[config.mk]
export PLATFORM = sky130hd
export DESIGN_NAME = param_stack
export DESIGN_NICKNAME = d
export VERILOG_FILES = /design/src/rtl/param_stack.sv
export SDC_FILE = /design/constraint.sdc
export NUM_CORES = 1
export LEC_CHECK = 0
export ABC_AREA = 1
export CAP_MARGIN = 15
export CORE_ASPECT_RATIO = 0.7
export CORE_MARGIN = 2
export CORE_UTILIZATION = 65
export DETAILED_ROUTE_END_ITERATION = 8
export GPL_ROUTABILITY_DRIVEN = 1
export HOLD_SLACK_MARGIN = 0.12
export PLACE_DENSITY = 0.84
export SLEW_MARGIN = 10
export SYNTH_ARGS = -nofsm -noshare
export SYNTH_HDL_FRONTEND = slang
export SYNTH_SLANG_ARGS = --single-unit
[constraint.sdc]
create_clock -name clock -period 10.83 [get_ports clock]
set_input_delay 2.166 -clock clock [delete_from_list [all_inputs] [get_ports clock]]
set_output_delay 2.166 -clock clock [all_outputs]
set_load 0.02 [all_outputs]
[src/rtl/param_stack.sv]
// param_stack: LIFO stack with registered overflow/underflow flags.
// Define PARAM_STACK_STICKY_ERR_EN to make the error flags hold until reset.
module param_stack #(
    parameter int WIDTH = 32,
    parameter int DEPTH = 16,
    parameter int CW    = $clog2(DEPTH + 1)
) (
    input  logic             clock,
    input  logic             reset,
    input  logic             io_en,
    input  logic             io_push,
    input  logic             io_pop,
    input  logic [WIDTH-1:0] io_dataIn,
    output logic [WIDTH-1:0] io_dataOut,
    output logic [CW-1:0]    io_count,
    output logic             io_empty,
    output logic             io_full,
    output logic             io_overflow,
    output logic             io_underflow
);
    localparam int AW = $clog2(DEPTH);
    localparam logic [CW-1:0] DEPTH_C = CW'(DEPTH);

    logic [WIDTH-1:0] mem_q [DEPTH];
    logic [CW-1:0]    sp_q, sp_d;
    logic             ovf_q, ovf_d, unf_q, unf_d;
    logic             push_only, pop_only, both, empty, full, we;
    logic [AW-1:0]    top_idx, waddr;

    always_comb begin
        empty     = sp_q == '0;
        full      = sp_q == DEPTH_C;
        push_only = io_en && io_push && !io_pop;
        pop_only  = io_en && io_pop && !io_push;
        both      = io_en && io_push && io_pop;
        top_idx   = AW'(sp_q - 1'b1);
        we        = (push_only && !full) || both;
        // push+pop on a non-empty stack overwrites the top in place
        waddr     = (both && !empty) ? top_idx : AW'(sp_q);
        sp_d      = ((push_only && !full) || (both && empty)) ? sp_q + 1'b1 :
                    (pop_only && !empty) ? sp_q - 1'b1 : sp_q;
`ifdef PARAM_STACK_STICKY_ERR_EN
        ovf_d     = ovf_q || (push_only && full);
        unf_d     = unf_q || (pop_only && empty);
`else
        ovf_d     = push_only && full;
        unf_d     = pop_only && empty;
`endif
    end

    always_ff @(posedge clock) begin
        if (reset) begin
            sp_q  <= '0;
            ovf_q <= 1'b0;
            unf_q <= 1'b0;
        end else begin
            sp_q  <= sp_d;
            ovf_q <= ovf_d;
            unf_q <= unf_d;
        end
    end

    always_ff @(posedge clock) begin
        if (we && !reset) mem_q[waddr] <= io_dataIn;
    end

    assign io_dataOut   = empty ? '0 : mem_q[top_idx];
    assign io_count     = sp_q;
    assign io_empty     = empty;
    assign io_full      = full;
    assign io_overflow  = ovf_q;
    assign io_underflow = unf_q;
endmodule

# After elaboration in Yosys (flattened, before gate mapping)
# Memory sizes are Yosys's and may differ from the RTL's.
# Index checks and enable logic that the tools add are counted.
[totals]
ff_bits = 7
ram_bits = 512
inputBits = 37
out_inout_bits = 41
elab_cells = 34
n_memories = 1
[mem_list]
columns = ["memory", "depth", "word_bits", "read_ports", "rd_clocked_by_memory_dff", "write_ports", "line", "rtl"]
rows = [
  ["mem_q", 16, 32, 1, 0, 1, "24", "logic [WIDTH-1:0] mem_q [DEPTH];"],
]
[classes]
addsub = 2
n_eq_ne = 1
mux = 6
n_reduce_logical = 21
[op_table]
columns = ["cell", "n"]
rows = [
  ["2-to-1 mux 32 bit", 1],
  ["logical AND 1 bit", 12],
  ["2-to-1 mux 5 bit", 2],
  ["adder 5 x 1 -> 5 bit, second input constant", 1],
  ["== test 5 bit, second input constant", 1],
  ["zero test 1 bit", 5],
  ["zero test 5 bit", 1],
  ["subtractor 5 x 1 -> 5 bit, second input constant", 1],
  ["2-to-1 mux 4 bit", 1],
  ["logical OR 1 bit", 2],
  ["2-to-1 mux 1 bit", 2],
  ["nonzero test 2 bit", 1],
]

# Longest topological paths before layout
[logic_depth]
depth_word = 7
depth_mapped = 14
depth_no_buf = 10

# Worst setup path after synthesis
# OpenSTA, ideal clock, no wires.
[synth_timing]
path_kind = "input to register"
start = "input io_en"
end = "memory mem_q[2][0] (enable)"
setup_time_ns = 0.421
t_arrival_ns = 4.209
required_ns = 10.409
slack_ns = 6.200
cell_stages = 6
path_buffers = 0
cell_sequence = "nand3_1 -> inv_1 -> nand2_8 -> o21ai_2 -> nand3_1 -> nor2_1"
[synth_via]
elab_chain_cells = 7
word_cells_on_any_way = 10
[synth_rtl]
columns = ["item", "line", "rtl"]
rows = [
  ["from (decl)", "10", "input logic io_en,"],
  ["logical AND 1 bit (*)", "33, 35", ""],
  ["logical AND 1 bit", "33", "push_only = io_en && io_push && !io_pop;"],
  ["logical AND 1 bit", "37", "we = (push_only && !full) || both;"],
  ["logical OR 1 bit", "37", ""],
  ["logical AND 1 bit", "64", "if (we && !reset) mem_q[waddr] <= io_dataIn;"],
  ["2-to-1 mux 1 bit", "64", ""],
  ["2-to-1 mux 1 bit (not written as such)", "64", ""],
  ["to (decl)", "24", ""],
]
# Every way passes the cells marked *; elsewhere a longest branch is shown, timed or not.

# Worst setup path in the final report
[layout_timing]
start = "register sp_q[0] (netlist: io_count[0])"
end = "output io_dataOut[30]"
[layout_via]
elab_chain_cells = 3
word_cells_on_any_way = 4
[layout_rtl]
columns = ["item", "line", "rtl"]
rows = [
  ["from (decl)", "25", "logic [CW-1:0] sp_q, sp_d;"],
  ["from (signal assigned)", "57", "sp_q <= sp_d;"],
  ["subtractor 5 x 1 -> 5 bit", "n/a", ""],
  ["memory read (16 x 32 bit)", "n/a", ""],
  ["2-to-1 mux 32 bit (*)", "67", "assign io_dataOut = empty ? '0 : mem_q[top_idx];"],
  ["to (decl)", "14", "output logic [WIDTH-1:0] io_dataOut,"],
]
# Marked as above.

==> impl_metrics.yaml <==
global_routing:
  grt_max_degree: 219
  grt_pass1_wl_um: 75300
  antenna_found_initial: 0
  grt_pass1_vias: 13400
  grt_overflow_total: 0
  track_usage_pct: 29.7
sta:
  final.setup_skew_ns: 0.0180
  post-route-min-period_ns: 7.97
  slew_headroom_pct: 18.4
  post-route-period-util_pct: 73.6
  fmax_mhz: 125
  tns_ns: 0
  finalHoldViolCount: 0
  slew_violations: 0
  rsz0062_at_grt: "no"
  setup_viol: 0
  max_slew.worst_pin.slew_ns: 1.22
routing:
  postRouteAntennaNets: 0
  route.vias.total: 14100
  drtIter0Drc: 2164
  drt_first_pass_iters: 6
  viasPerCell: 6.21
  routed_wl_um: 49600
  wl_per_cell_um: 21.8
  drc: 0
cells_and_area:
  nets: 1851
  n_antenna_cell: 0
  drive_gt1_share_pct: 6.18
  synthToLayoutAreaGrowth_pct: 11.9
  utilization_pct: 73.4
hold_path:
  hold_path.class: "reg2reg"
  min_path_cells: 2
  whs_endpoint: "io_count[1]"
  hp-start: "io_count[1]"
synth:
  synth-seq-cells: 519
  synth_largest_area_cell: "edfxtp_1"
  ys.flop_type: "edfxtp_1"
  ys_async_sr_fraction_pct: 0
  seq_area_frac_synth_pct: 73.7
  ys_warn_count: 0
  synth_cell_type_count: 26
  syn-instance-count: 1772
  syn_avg_cell_area_sq_um: 11.9
  synth_fp_nets: 1812
  synth_most_common_cell: "nand2_1"
  synth_edf_count: 512
  synth_area_leaders: "edfxtp_1 (73%), nand2_1 (10%), nand3_1 (8.8%), a21oi_1 (2.3%), buf_2 (1.7%)"
  synthTopCellsByCount: "nand2_1 (578), edfxtp_1 (512), nand3_1 (372)"
  synth_top_area_share_pct: 73.1
  syn_area_sq_um: 21000
floorplanning:
  ios: 78
  rows: 55
  fp.dieW_um: 219
  die_h_um: 155
  die_area_sq_um: 33800
  core_sq_um: 32100
  initial_utilization_pct: 65.6
critical_path:
  critPathArrivalTime_ns: 5.80
  worstRegToRegCells: 10
  worstSetupStartpointType: "register"
  worst-setup-path-type: "reg2out"
  r2r_setup_slack_ns: 5.84
  worst_ep_required_time_ns: 8.66
  crit_path_end_kind: "primary output"
  cp_max_fo: 102
  r2r_end: "mem_q[15][0]"
  rr_startpoint: "io_count[0]"
clocking:
  clk_latency_ns: 0.58
  holdBufCountCts: 0
  clk_pin_slew_ns: 0.06
  cts_resized: 0
  clock_sinks: 519
  cts_buffers: 45
  htree_levels: 2
  clockRootBuffer: "clkbuf_16"
  cts_tree: "done"
  post_cts_buffers: 0
  clockBufferDepth: 3
status:
  status: "completed"
power:
  p_leak_nw: 8.26
  ir_drop_uv: 168
  power_density_nw_per_um2: 209
place:
  portBuffers: 77
  routabilityCongestion: 0.793
  hpwl_um: 24700
flow_run:
  drv_cap: 0
layout by cell type (no fill, tap or decap), types with 2 or more instances in the layout:
| master | instances |
|---|---|
| a21oi_1 | 98 |
| buf_4 | 23 |
| bufinv_16 | 2 |
| clkbuf_1 | 8 |
| clkbuf_16 | 46 |
| clkdlybuf4s50_1 | 77 |
| clkinv_1 | 17 |
| clkinv_2 | 7 |
| dfxtp_1 | 6 |
| edfxtp_1 | 512 |
| ha_1 | 2 |
| inv_1 | 13 |
| inv_2 | 3 |
| nand2_1 | 578 |
| nand2_2 | 3 |
| nand3_1 | 372 |
| nor2_1 | 39 |
| nor2_4 | 17 |
| nor4_1 | 2 |
| o21ai_1 | 4 |
| xor2_1 | 2 |
how the worst max path moves through the flow:
stage	startpoint	to	slack [ns]	depth (start not counted)
2_1_floorplan	io_en	mem_q[2][0]	6.20	6
3_3_place_gp	io_count[0]	io_dataOut[25]	3.68	10
3_5_place_dp	io_count[0]	io_dataOut[25]	3.59	10
4_1_cts	io_count[0]	io_dataOut[30]	3.00	10
5_1_grt	io_count[0]	io_dataOut[25]	2.65	10
6_report	io_count[0]	io_dataOut[30]	2.86	10
where the power goes:
group	switching, mW	leakage (nW)	total (mW)	internal (mW)
logic	0.778	2.93	1.14	0.360
registers	0.0182	4.66	2.25	2.23
clock network	0.698	0.672	1.53	0.827
total	1.49	8.26	4.91	3.42
state kept, by name (all words and copies together), names as in the netlist:
| signal | cells |
|---|---|
| io_underflow | 1 |
| io_count | 5 |
| mem_q | 512 |
| io_overflow | 1 |
final cells by class:
type / instances / area (sq um)
clock inverter: 28 / 198
multi-input combinational: 1126 / 5060
timing repair buffer: 101 / 963
tap: 427 / 534
fill: 2023 / 8530
sequential: 519 / 15500
clock buffer: 54 / 1180
inverter: 18 / 76.3
kinds of logic after synthesis:
| family | Yosys count | share of synthesized area, % |
|---|---|---|
| AO/OA/AOI/OAI | 103 | 2.47 |
| XOR/XNOR | 4 | 0.202 |
| buffers and inverters | 127 | 2.84 |
| adder cells (fa/ha/maj) | 3 | 0.178 |
| flip-flops | 519 | 73.7 |
| AND/OR/NAND/NOR | 1016 | 20.6 |
per-layer routing:
metal | part of all wire (%) | GRT usage (%) | routed length (um) | vias up
met5 | 0 | 0 | 0 | -
met4 | 2.7 | 9.72 | 1350 | 0
met3 | 14 | 6.41 | 6870 | 122
met2 | 46 | 45.4 | 22600 | 1016
met1 | 38 | 43.2 | 18800 | 6649
li1 | - | - | - | 6326
worst max-delay path, stage by stage, from the launching register on:
cell and delay [ns]:
dfxtp_4 0.74, inv_8 0.34, ha_4 1.05, clkinv_2 0.85, buf_4 0.63, nand3_1 0.21, nand3_1 0.10, nand2_1 0.12
nand2_1 0.06, a21oi_1 0.32, clkdlybuf4s50_1 0.69
metrics by stage:
step                power (mW)  hold slack (ns)  area, sq um  worst slack (ns)  std cells
CTS                       4.90            0.611        23500              3.00       2273
finish                    4.91            0.609        23500              2.86       2273
floorplan                 2.99            0.613        21000              6.20       1772
detailed placement        3.40            0.601        22200              3.59       2191
global placement          3.37            0.589        22200              3.68       2191
global route              5.09            0.633        23500              2.65       2273
(Power assumes the default switching activity.)
